--- src/rtl/div_ctrl_pkg.sv ---
// Shared definitions for the iterative divider: FSM state encodings,
// handshake level names, the double-width result bus and a negate helper.
package div_ctrl_pkg;

  typedef enum logic [1:0] {
    DivFree   = 2'b00,
    DivByZero = 2'b01,
    DivOn     = 2'b10,
    DivEnd    = 2'b11
  } div_state_e;

  localparam logic DivResultReady    = 1'b1;
  localparam logic DivResultNotReady = 1'b0;
  localparam logic DivStart          = 1'b1;
  localparam logic DivStop           = 1'b0;

  localparam int DoubleRegBus = 64;

  // Two's-complement negation of a 32-bit word.
  function automatic logic [31:0] neg32(input logic [31:0] v);
    return ~v + 32'd1;
  endfunction

endpackage

--- src/rtl/div_ctrl.sv ---
// Multi-cycle radix-2 restoring divider for the EX stage (DIV / DIVU).
// Operands are latched as magnitudes; signs are re-applied when the
// iteration completes. Result is {remainder, quotient}.
module div_ctrl
  import div_ctrl_pkg::*;
#(
  parameter int WIDTH = 32
) (
  input  logic                    clk,
  input  logic                    rst,
  input  logic                    signed_div_i,
  input  logic [WIDTH-1:0]        opdata1_i,
  input  logic [WIDTH-1:0]        opdata2_i,
  input  logic                    start_i,
  input  logic                    annul_i,
  output logic [DoubleRegBus-1:0] result_o,
  output logic                    ready_o,
  output logic                    busy_o
);

  div_state_e       state, state_next;
  logic [5:0]       cnt;
  logic [2*WIDTH-1:0] part;        // {partial remainder, dividend/quotient bits}
  logic [WIDTH-1:0] divisor;
  logic             signed_q;
  logic             neg_dividend;
  logic             neg_divisor;

  logic             accept;
  logic [WIDTH-1:0] abs_op1;
  logic [WIDTH-1:0] abs_op2;
  logic [2*WIDTH:0] part_shift;
  logic [WIDTH:0]   trial;
  logic [WIDTH-1:0] quo_fix;
  logic [WIDTH-1:0] rem_fix;

  assign accept  = (start_i == DivStart) && !annul_i;
  assign abs_op1 = (signed_div_i && opdata1_i[WIDTH-1]) ? neg32(opdata1_i) : opdata1_i;
  assign abs_op2 = (signed_div_i && opdata2_i[WIDTH-1]) ? neg32(opdata2_i) : opdata2_i;

  // One restoring step: shift, then trial-subtract the divisor from the upper half.
  // The remainder is always below the divisor, so bit WIDTH of trial is its sign.
  assign part_shift = {part, 1'b0};
  assign trial      = part_shift[2*WIDTH:WIDTH] - {1'b0, divisor};

  // Sign correction applied on the edge that leaves the iteration.
  assign quo_fix = (signed_q && (neg_dividend ^ neg_divisor)) ? neg32(part[WIDTH-1:0])
                                                              : part[WIDTH-1:0];
  assign rem_fix = (signed_q && neg_dividend) ? neg32(part[2*WIDTH-1:WIDTH])
                                              : part[2*WIDTH-1:WIDTH];

  // State register.
  always_ff @(posedge clk) begin
    if (rst) state <= DivFree;
    else     state <= state_next;
  end

  // Next-state decode and busy indication.
  always_comb begin
    state_next = state;
    busy_o     = 1'b0;
    case (state)
      DivFree: begin
        if (accept) begin
          busy_o     = 1'b1;
          state_next = (opdata2_i == '0) ? DivByZero : DivOn;
        end
      end
      DivByZero: begin
        busy_o     = 1'b1;
        state_next = annul_i ? DivFree : DivEnd;
      end
      DivOn: begin
        busy_o = 1'b1;
        if (annul_i)           state_next = DivFree;
        else if (cnt == 6'd32) state_next = DivEnd;
      end
      DivEnd: begin
        if (start_i == DivStop) state_next = DivFree;
      end
      default: state_next = DivFree;
    endcase
  end

  // Operand latch, iteration datapath and registered result/ready.
  always_ff @(posedge clk) begin
    if (rst) begin
      cnt          <= '0;
      part         <= '0;
      divisor      <= '0;
      signed_q     <= 1'b0;
      neg_dividend <= 1'b0;
      neg_divisor  <= 1'b0;
      result_o     <= '0;
      ready_o      <= DivResultNotReady;
    end else begin
      case (state)
        DivFree: begin
          result_o <= '0;
          ready_o  <= DivResultNotReady;
          if (accept) begin
            signed_q     <= signed_div_i;
            neg_dividend <= signed_div_i & opdata1_i[WIDTH-1];
            neg_divisor  <= signed_div_i & opdata2_i[WIDTH-1];
            part         <= {{WIDTH{1'b0}}, abs_op1};
            divisor      <= abs_op2;
            cnt          <= '0;
          end
        end
        DivByZero: begin
          result_o <= '0;
          ready_o  <= annul_i ? DivResultNotReady : DivResultReady;
        end
        DivOn: begin
          if (annul_i) begin
            cnt      <= '0;
            result_o <= '0;
            ready_o  <= DivResultNotReady;
          end else if (cnt != 6'd32) begin
            if (trial[WIDTH]) part <= part_shift[2*WIDTH-1:0];
            else              part <= {trial[WIDTH-1:0], part_shift[WIDTH-1:1], 1'b1};
            cnt <= cnt + 6'd1;
          end else begin
            result_o <= {rem_fix, quo_fix};
            ready_o  <= DivResultReady;
          end
        end
        DivEnd: begin
          if (start_i == DivStop) begin
            result_o <= '0;
            ready_o  <= DivResultNotReady;
          end
        end
        default: begin
          result_o <= '0;
          ready_o  <= DivResultNotReady;
        end
      endcase
    end
  end

endmodule
--- config.mk ---
export PLATFORM = sky130hd
export DESIGN_NAME = div_ctrl
export DESIGN_NICKNAME = d
export VERILOG_FILES = /design/src/rtl/div_ctrl_pkg.sv /design/src/rtl/div_ctrl.sv
export SDC_FILE = /design/constraint.sdc
export NUM_CORES = 1
export LEC_CHECK = 0
export BUFFER_PORTS_ARGS = -buffer_cell sky130_fd_sc_hd__buf_2
export CAP_MARGIN = 10
export CORE_MARGIN = 2
export CORE_UTILIZATION = 50
export DETAILED_ROUTE_END_ITERATION = 10
export PLACE_DENSITY_LB_ADDON = 0.3
export SYNTH_ARGS = -nofsm -noshare
export SYNTH_HDL_FRONTEND = slang
export SYNTH_SLANG_ARGS = --single-unit
--- constraint.sdc ---
create_clock -name clk -period 3.31 [get_ports clk]
set_input_delay 0.1655 -clock clk [delete_from_list [all_inputs] [get_ports clk]]
set_output_delay 0.1655 -clock clk [all_outputs]
set_load 0.05 [all_outputs]
Word level (Yosys, flattened, before mapping)
Index checks and enable logic that the tools add are counted.
- muxes and demuxes: 31
- $add $sub $neg: 6
- equality and inequality tests: 12
- bitwise operators: 7
- reductions and logical operators: 16
- operator list (kind ; number):
    64-bit 2-to-1 mux ; 7
    64-bit one-hot mux with 3 select lines ; 1
    32-bit by 1-bit adder with 32-bit output, second input constant ; 4
    32-bit 2-to-1 mux ; 4
    32-bit NOT ; 4
    64-bit one-hot mux with 2 select lines ; 1
    33-bit by 32-bit subtractor with 33-bit output ; 1
    32-bit zero test ; 1
    6-bit 2-to-1 mux ; 3
    2-bit 2-to-1 mux ; 6
    6-bit one-hot mux with 2 select lines ; 1
    3-bit != test, second input constant ; 3
    2-bit != test, second input constant ; 4
    2-bit one-hot mux with 4 select lines ; 1
    6-bit by 1-bit adder with 6-bit output, second input constant ; 1
    6-bit equality test, second input constant ; 1
    6-bit != test, second input constant ; 1
    3-bit AND reduction ; 2
    1-bit logical AND ; 5
    1-bit 2-to-1 mux ; 5
    2-bit equality test, second input constant ; 2
    1-bit one-hot mux with 4 select lines ; 1
    2-bit AND reduction ; 2
    4-bit AND reduction ; 1
    other kinds (8) ; 10
- register bits after elaboration: 172
- output and inout bits: 66

Depth between registers and ports, before layout
Gate-level depths: netlist of the first run.
- word-level depth: 6
- depth in mapped cells: 13
- depth with buffers taken out: 12

Worst setup path before layout of the first run
OpenSTA, ideal clock, no wires.
- path type: register -> register
- start point: register part[31]
- end point: register part[41]
- path buffers: 1
- required time: 3182 ps
- stages on the path, launching flop included: 14
- path slack: 391 ps
- data arrival time: 2791 ps
- library setup time: 128 ps
- path through: dfxtp_1 inv_1 ha_1 fa_1 nand2b_1 a21o_1 a21o_1 a211oi_2 o21ai_2 o21ai_4 xor2_4 buf_8 mux2i_1 o21ai_1
- longest elaborated chain between the ends: 5
- RTL lines (what ; RTL line ; source):
    start: declaration ; div_ctrl.sv:23 ; logic [2*WIDTH-1:0] part;
    start signal: assignment ; div_ctrl.sv:105 ; part <= {{WIDTH{1'b0}}, abs_op1};
    start signal: assignment ; div_ctrl.sv:120 ; if (trial[WIDTH]) part <= part_shift[2*WIDTH-1:0];
    start signal: assignment ; div_ctrl.sv:121 ; else part <= {trial[WIDTH-1:0], part_shift[WIDTH-1:1], 1'b1};
    33-bit by 32-bit subtractor with 33-bit output ; div_ctrl.sv:44 ; assign trial = part_shift[2*WIDTH:WIDTH] - {1'b0, divisor};
    64-bit 2-to-1 mux ; div_ctrl.sv:120 ;
    64-bit 2-to-1 mux ; div_ctrl.sv:119 ; end else if (cnt != 6'd32) begin
    64-bit 2-to-1 mux ; div_ctrl.sv:115 ; if (annul_i) begin
    64-bit one-hot mux with 2 select lines ; div_ctrl.sv:97 ; case (state)
No other way between the ends. The select of a mux whose other input is x is not followed.
A chain may end at the register's enable or synchronous reset.

Worst setup path in the final report of the first run
- start point: register part[31]
- end point: register part[46]
Same word-level chain as after synthesis.

==> flow_summary.ini, run 1 <==
[die]
io_pins = 135
start_util_pct = 50.4
die_h_um = 152
die-area_um2 = 23000
rows = 54
core_area_um2 = 21600
die_w_um = 152

[power]
ir_drop_mv = 0.405
intPower_mw = 4.66
leakage_nw = 4.91
power_switching_mw = 2.94
clockPowerShare_pct = 28.1
powerDensity_nw_per_um2 = 613
p_comb_share_pct = 39.4
swShare_pct = 38.7
seq_power_share_pct = 32.4

[sta]
grt_setup_unrepaired = no
timing.fmax_mhz = 328
fin_crit_ns = 3.05
setup_viol = 0
hold_viol = 0
max_slew_margin_pct = 20.3
setup_tns_ns = 0
worst_slew_pin_slew_ns = 1.19
min_period_over_period_pct = 92.2
drv_slew = 0
finClkSkew_ns = 0.00964

[synth]
synth-main-ff-cell = dfxtp_1
synth_edf_count = 0
synth_top_family_by_area = compound AO/OA/AOI/OAI gates
synth_compound_area_share_pct = 23.2
ys_ff_latch = 172
yosysMostFrequentCell = nand2_1
ys_async_sr_fraction_pct = 0
syn_area_per_cell_um2 = 7.63
synth.top_cell.area_share_pct = 31.6
netlist_area_um2 = 10900
synth_xor_area_share_pct = 12.2
synthCells = 1427
syn_nets = 1539
synth_top_cell_by_area = dfxtp_1
yosysWarnings = 0
synth_adder_area_share_pct = 5.01
yosys.area_share.simple_pct = 20.3
synth_common_cells = nand2_1 (201), dfxtp_1 (172), nor2_1 (154)
synthMuxAreaShare_pct = 2.66
netlist_top_cells_area = dfxtp_1 (32%), xnor2_1 (7.6%), nand2_1 (6.9%)
synth_cell_types = 68
yosysSeqAreaShare_pct = 31.6

[finish]
drive_gt1_share_pct = 13.7
area_growth_pct = 13.9
final_net_count = 1633
nFillCells = 2053
final_core_util_pct = 57.4

[setup_path]
max_stage_delay_ns = 0.38
cp_slowest_cell = fa_1
cp.required_ns = 3.61
setup.worst_path.class = reg2reg
r2r_slack_ns = 0.26
crit_fanout = 37
rr_worst_depth = 13
worstPathArrival_ns = 3.35
cp-end-kind = register
r2r_start = part[31]
cp_common_cell = a21o_1
critPathTopFamily = compound AO/OA/AOI/OAI gates
crit_chain = inv_1 > ha_1 > fa_1 > nand2b_1 > a21o_1 > a21o_1 > a211oi_2 > o21ai_2 > o21ai_4 > xor2_4 > buf_12 > mux2i_1 > o2bb2ai_1
start_kind = register
reg2reg_to = part[46]
path_buf_inv = 2

[route]
wl_per_cell_um = 16.2
vias_per_cell = 5.67
num_vias = 10300
drc = 0
drtIter0Drc = 615
antenna_left = 0
dr.pass1.iters = 5
drt-total-wl_um = 29400

[run]
maxCapViolations = 0

[global_route]
grt_busiest_layer = met2
grt_pass1_wl_um = 47100
met2_usage_pct = 43.8
antenna_found_initial = 1
met1_usage_pct = 33.1
gr-total-overflow = 0
grt_util_met3_pct = 4.64
grt_pass1_vias = 9544
grt_usage_pct = 25.9
grt_max_degree = 66

[worst_hold_path]
min_path_cells = 3
min-delay-path-class = in2reg
hp-start = opdata2_i[0]
hold_path_end = divisor[0]

[cts]
hold_buffers = 0
insertion_delay_ns = 0.43
cts_resized = 0
post_cts_buffers = 0
cts_tree = yes
cts_buffers = 17
cts_sinks = 172
cts_buffer_depth = 2
htreeDepth = 4
path_clk_slew_ns = 0.07
cts.root.buffer_cell = clkbuf_16

[placement]
gp_congestion = 0.928
post-dp-hpwl_um = 21700
io_buffers = 134

[status]
status = completed
==> kinds of logic after synthesis <==
family | after synthesis
and+or+nand+nor | 495
buffers and inverters | 136
DFF | 172
adders and majority gates | 43
muxes | 29
AOI/OAI and AO/OA | 402
xor gates and xnor gates | 150
==> worst max-delay path by stage <==
stage                          end      from  slack (ns)  depth (start not counted)
final                     part[46]  part[31]        0.26                         13
after global routing      part[60]  part[31]        0.02                         13
after CTS                 part[35]  part[31]        0.25                         13
after detailed placement  part[36]  part[31]        0.29                         13
after global placement    part[46]  part[31]        0.38                         13
after floorplan           part[41]  part[31]        0.39                         13
==> power by group through the flow <==
stage	logic [mW]	clock network, mW	registers (mW)
2_1_floorplan	2.29	0	2.47
3_3_place_gp	2.93	0	2.50
3_5_place_dp	2.97	0	2.51
4_1_cts	2.98	2.16	2.46
5_1_grt	3.33	2.24	2.50
6_report	3.00	2.14	2.47
==> registers in the layout, summed over array words and instances, names as in the netlist <==
register      cells
signed_q          1
part             64
state             2
neg_divisor       1
result_o         64
divisor          32
ready_o           1
neg_dividend      1
cnt               6
==> metrics by stage <==
stage | total power, mW | setup WS, ns | cells | hold WS (ns) | cell area (um^2)
after floorplan | 4.76 | 0.391 | 1427 | 0.301 | 10900
after global routing | 8.07 | 0.0159 | 1813 | 0.0386 | 12400
after global placement | 5.44 | 0.375 | 1782 | 0.430 | 11800
after CTS | 7.61 | 0.247 | 1813 | 0.0186 | 12400
final | 7.60 | 0.260 | 1814 | 0.0332 | 12400
after detailed placement | 5.48 | 0.287 | 1782 | 0.439 | 11800
==> cells in the final DEF (no fill, tap or decap), types with 4 or more instances in the layout <==
cell type / synthesis / routed
nand2_1: 201 / 201
dfxtp_1: 172 / 172
nor2_1: 154 / 152
buf_2: 5 / 133
a21oi_1: 106 / 106
xnor2_1: 95 / 95
o21ai_0: 86 / 86
inv_1: 56 / 56
xor2_1: 54 / 54
ha_1: 42 / 41
a211oi_1: 35 / 35
a22oi_1: 35 / 35
nor3_1: 29 / 29
o21ai_1: 30 / 29
mux2i_1: 29 / 29
a21o_1: 24 / 24
buf_4: 0 / 21
nand3_1: 20 / 20
clkbuf_16: 0 / 17
a31oi_1: 16 / 16
o31ai_1: 15 / 15
nand2b_1: 14 / 14
or3_1: 12 / 12
nor4_1: 9 / 9
nand4_1: 9 / 9
nor2b_1: 10 / 9
o211ai_1: 7 / 7
or4_1: 7 / 7
and2_1: 7 / 7
o41ai_1: 7 / 7
o21bai_1: 7 / 7
and3_1: 5 / 5
o21a_1: 4 / 4
nor4_2: 4 / 4
bufinv_16: 0 / 4
==> routing by layer <==
metal  share of wire (%)  vias to the layer above
li1                    -                     5176
met1                  43                     4797
met2                  49                      270
met3                 5.5                       50
met4                 2.6                        0
met5                   0                        -
==> cell type report <==
class / instances / area [um^2] / share of cell area, %
diodes: 1 / 2.50 / 0.0202
clock buffers: 21 / 460 / 3.71
clock inverters: 10 / 164 / 1.32
inverters: 56 / 210 / 1.69
multi-input cells: 1119 / 6940 / 55.9
flip-flops and latches: 172 / 3440 / 27.7
well taps: 280 / 350 / 2.82
repair buffers: 155 / 843 / 6.80
==> worst min-delay path, delay by kind of cell <==
| kind | cells | cell delay (ns) |
|---|---|---|
| AOI/OAI and AO/OA | 1 | 0.06 |
| buffers and inverters | 1 | 0.12 |
| and+or+nand+nor | 1 | 0.07 |
Note: power is estimated with default switching activity, not from simulation.
==> run 2: changes to the inputs <==
- CTS_BUF_LIST: default -> sky130_fd_sc_hd__clkbuf_4 sky130_fd_sc_hd__clkbuf_8
- SKIP_CTS_REPAIR_TIMING: default -> 1
==> run 2 against run 1 <==
Compared with the run above:
- combinational power about the same
- cell count rose by 0.11%
- sequential share of layout area is 0.37 points higher
- wire length about the same
- power shrank 6.2%
- via count is essentially flat
- sequential power is essentially flat
- global-route usage shrank 0.16 points
==> flow_summary.ini, run 2 (synthesized netlist as in run 1, its figures left out) <==
[status]
status = completed

[setup_path]
setup.worst_path.class = reg2reg
crit_fanout = 37
worstPathArrival_ns = 3.43
start_kind = register
cp.required_ns = 3.66
cp-end-kind = register

[sta]
timing.fmax_mhz = 325
holdWs_ns = 0.00103
min_period_over_period_pct = 92.9
hold_viol = 0
setup_ws_ns = 0.237
setup_tns_ns = 0
setup_viol = 0
worst_slew_pin_slew_ns = 1.17
finClkSkew_ns = 0.0159
fin_crit_ns = 3.07
max_slew_margin_pct = 21.4
grt_setup_unrepaired = no
drv_slew = 0

[finish]
final_core_util_pct = 56.6
layout_common_cells = nand2_1 (201), dfxtp_1 (172), nor2_1 (152), buf_2 (133), a21oi_1 (106)
area_growth_pct = 12.4
drive_gt1_share_pct = 13.8
layout_commonest_cell = nand2_1
fin_cells = 1816
final_net_count = 1635
reg_top3 = part: 64 flops, result_o: 64 flops, divisor: 32 flops

[cts]
path_clk_slew_ns = 0.10
htreeDepth = 4
cts_buffers = 17
cts_buffer_depth = 2
cts_sinks = 172
cts.root.buffer_cell = clkbuf_8
insertion_delay_ns = 0.47
cts_tree = yes

[global_route]
grt_max_degree = 66
met2_usage_pct = 43.5
gr-total-overflow = 0
antenna_found_initial = 2
grt_busiest_layer = met2
grt_pass1_vias = 9531
grt_pass1_wl_um = 46800
grt_util_met3_pct = 4.46
grt_usage_pct = 25.8
met1_usage_pct = 32.9

[route]
wl_per_cell_um = 16.2
drc = 0
dr.pass1.iters = 7
vias_per_cell = 5.67
drtIter0Drc = 574
num_vias = 10300
antenna_left = 0
drt-total-wl_um = 29400

[power]
powerDensity_nw_per_um2 = 582
leakage_nw = 4.84
ir_drop_mv = 0.335

[placement]
placedCellCount = 1782
place_worst_setup_slack_ns = 0.287
post-dp-hpwl_um = 21700
gp_congestion = 0.928
io_buffers = 134

[worst_hold_path]
min-delay-path-class = in2reg

[die]
die_w_um = 152
core_area_um2 = 21600
start_util_pct = 50.4
io_pins = 135
die_h_um = 152
die-area_um2 = 23000
rows = 54

[run]
maxCapViolations = 0
==> run 2: changes by cell type in the layout (fill, tap and decap cells not counted) <==
cell	delta
clkbuf_1	-2
clkbuf_8	+17
clkbuf_16	-17
dlygate4sd3_1	+2
clkbuf_4	+2
==> run 2: metrics by stage <==
stage                     cell area, um^2  total power, mW
after CTS                           12200             7.12
after global placement              11800             5.44
after floorplan                     10900             4.76
after detailed placement            11800             5.48
after global routing                12200             7.58
final                               12200             7.13
==> run 2: cell type report <==
cell class | count | area [um^2]
sequential | 172 | 3440
inverter | 56 | 210
clock buffer | 21 | 277
fill | 2085 | 9380
clock inverter | 10 | 164
timing repair buffer | 157 | 863
multi-input combinational | 1119 | 6940
antenna | 1 | 2.50
tap | 280 | 350
==> run 2: worst max-delay path: stages (launching register included) <==
cell       delay (ns)
dfxtp_1          0.32
inv_1            0.05
ha_1             0.21
fa_1             0.38
nand2b_1         0.19
a21o_1           0.20
a21o_1           0.20
a211oi_2         0.28
o21ai_2          0.14
o21ai_4          0.19
xor2_4           0.18
buf_12           0.28
mux2i_1          0.23
o2bb2ai_1        0.09
==> run 2: worst paths after layout <==
kind	depth (start not counted)	startpoint	endpoint	slack, ns
max	13	part[31]	part[46]	0.24
min	3	signed_div_i	signed_q	0.001
max reg2reg	13	part[31]	part[46]	0.24
min reg2reg	2	result_o[25]	result_o[25]	0.45
==> run 2: per-layer routing <==
| layer | up-vias | routed length, um |
|---|---|---|
| met3 | 56 | 1490 |
| met4 | 2 | 766 |
| met2 | 253 | 14200 |
| met1 | 4805 | 12900 |
| li1 | 5186 | - |
| met5 | - | 13 |
==> run 2: power breakdown <==
group          internal (mW)  total (mW)  switching, mW
Sequential              2.26        2.46          0.204
Combinational           1.10        3.01           1.91
Clock                  0.877        1.66          0.784
Total                   4.24        7.13           2.90
==> run 3: changes to the inputs <==
- clock period: 3.31 -> 3.9 ns (I/O delays scaled with it)
==> run 3 against run 2 <==
Compared with the run above:
- sequential power is 15% lower
- sequential cell count did not move
- highest routed layer unchanged
- worst hold slack improved by 0.0032 ns
==> flow_summary.ini, run 3 (synthesized netlist as in run 1, its figures left out) <==
[worst_hold_path]
hp-start = opdata2_i[31]
min-delay-path-class = in2reg
min_path_cells = 3
hold_path_end = divisor[31]

[route]
vias_per_cell = 5.70
drtIter0Drc = 593
num_vias = 10300
antenna_left = 0
dr.pass1.iters = 5
drc = 0
wl_per_cell_um = 16.4
drt-total-wl_um = 29600

[cts]
cts_buffers = 17
cts_buffer_depth = 2
path_clk_slew_ns = 0.10
cts.root.buffer_cell = clkbuf_8
htreeDepth = 4
cts_tree = yes
insertion_delay_ns = 0.47
cts_sinks = 172

[sta]
timing.fmax_mhz = 320
max_slew_margin_pct = 19.5
setup_tns_ns = 0
fin_crit_ns = 3.13
drv_slew = 0
hold_viol = 0
setup_viol = 0
worst_slew_pin_slew_ns = 1.20
grt_setup_unrepaired = no
min_period_over_period_pct = 80.2
finClkSkew_ns = 0.0168

[setup_path]
critPathTopFamily = compound AO/OA/AOI/OAI gates
cp_slowest_cell = fa_1
max_stage_delay_ns = 0.44
setup.worst_path.class = reg2reg
reg2reg_to = part[36]
rr_worst_depth = 12
cp_common_cell = a21o_1
cp-end-kind = register
crit_fanout = 17
start_kind = register
critPathLaunch = part[32]
cp.required_ns = 4.23
r2r_slack_ns = 0.77
path_buf_inv = 2
r2r_start = part[32]
worstPathArrival_ns = 3.45
crit_chain = inv_1 > fa_1 > nand2b_1 > a21o_1 > a21o_1 > a211oi_2 > o21ai_2 > o21ai_4 > xor2_4 > buf_4 > mux2i_1 > o21ai_1

[power]
leakage_nw = 4.78
intPower_mw = 3.42
swShare_pct = 42.3
p_comb_share_pct = 42.7
ir_drop_mv = 0.339
seq_power_share_pct = 35.3
power_switching_mw = 2.51
powerDensity_nw_per_um2 = 490
clockPowerShare_pct = 22.0

[global_route]
grt_pass1_vias = 9701
grt_pass1_wl_um = 47600
grt_max_degree = 67
grt_usage_pct = 26.1
antenna_found_initial = 4
gr-total-overflow = 0

[finish]
drive_gt1_share_pct = 13.5
final_core_util_pct = 56.1
layout_common_cells = nand2_1 (201), dfxtp_1 (172), nor2_1 (152), buf_2 (133), a21oi_1 (106)
final_net_count = 1626
layout_commonest_cell = nand2_1
reg_top3 = part: 64 flops, result_o: 64 flops, divisor: 32 flops
area_growth_pct = 11.3

[placement]
io_buffers = 134
gp_congestion = 0.893
post-dp-hpwl_um = 21700

[die]
rows = 54
start_util_pct = 50.4
die_w_um = 152
core_area_um2 = 21600
die_h_um = 152
io_pins = 135
die-area_um2 = 23000

[status]
status = completed

[run]
maxCapViolations = 0
==> run 3: worst max-delay path by stage <==
stage | endpoint | slack, ns | depth (start not counted)
after floorplan | part[41] | 0.98 | 13
after global placement | part[55] | 0.90 | 13
after detailed placement | part[54] | 0.80 | 13
after CTS | part[36] | 0.78 | 12
after global routing | part[53] | 0.53 | 12
final | part[36] | 0.77 | 12
==> run 3: area by class of cell <==
type                    instances  area (um^2)
clock inverters                14          158
fillers                      2091         9500
inverters                      56          210
diodes                          2         5.00
multi-input cells            1119         6940
flip-flops and latches        172         3440
repair buffers                148          778
well taps                     280          350
clock buffers                  18          241
==> run 3: stage by stage <==
stage / area, um^2 / power, mW / cells / hold WS, ns / worst slack (ns)
6_report: 12100 / 5.94 / 1809 / 0.00422 / 0.772
5_1_grt: 12100 / 6.33 / 1808 / 0.0198 / 0.534
4_1_cts: 12100 / 5.94 / 1807 / -0.0248 / 0.778
3_5_place_dp: 11700 / 4.63 / 1775 / 0.439 / 0.796
3_3_place_gp: 11700 / 4.59 / 1775 / 0.431 / 0.896
2_1_floorplan: 10900 / 4.04 / 1427 / 0.331 / 0.981
==> run 3: power groups by stage <==
stage | clock network [mW] | registers (mW) | logic (mW)
after global placement | 0 | 2.13 | 2.46
after global routing | 1.40 | 2.12 | 2.81
after detailed placement | 0 | 2.13 | 2.50
after floorplan | 0 | 2.09 | 1.94
final | 1.31 | 2.09 | 2.54
after CTS | 1.33 | 2.09 | 2.52
==> run 3: routing by layer <==
metal / share of wire [%] / vias up / track usage (%)
li1: - / 5164 / -
met1: 44 / 4854 / 32.6
met2: 48 / 236 / 44.5
met3: 5.0 / 54 / 4.88
met4: 2.8 / 4 / 9.95
met5: 0.11 / - / 0
==> run 3: worst min-delay path: cells and delay by family <==
kind	cells	cell delay [ns]
buf+inv	1	0.12
compound gates	1	0.06
simple gates	1	0.06
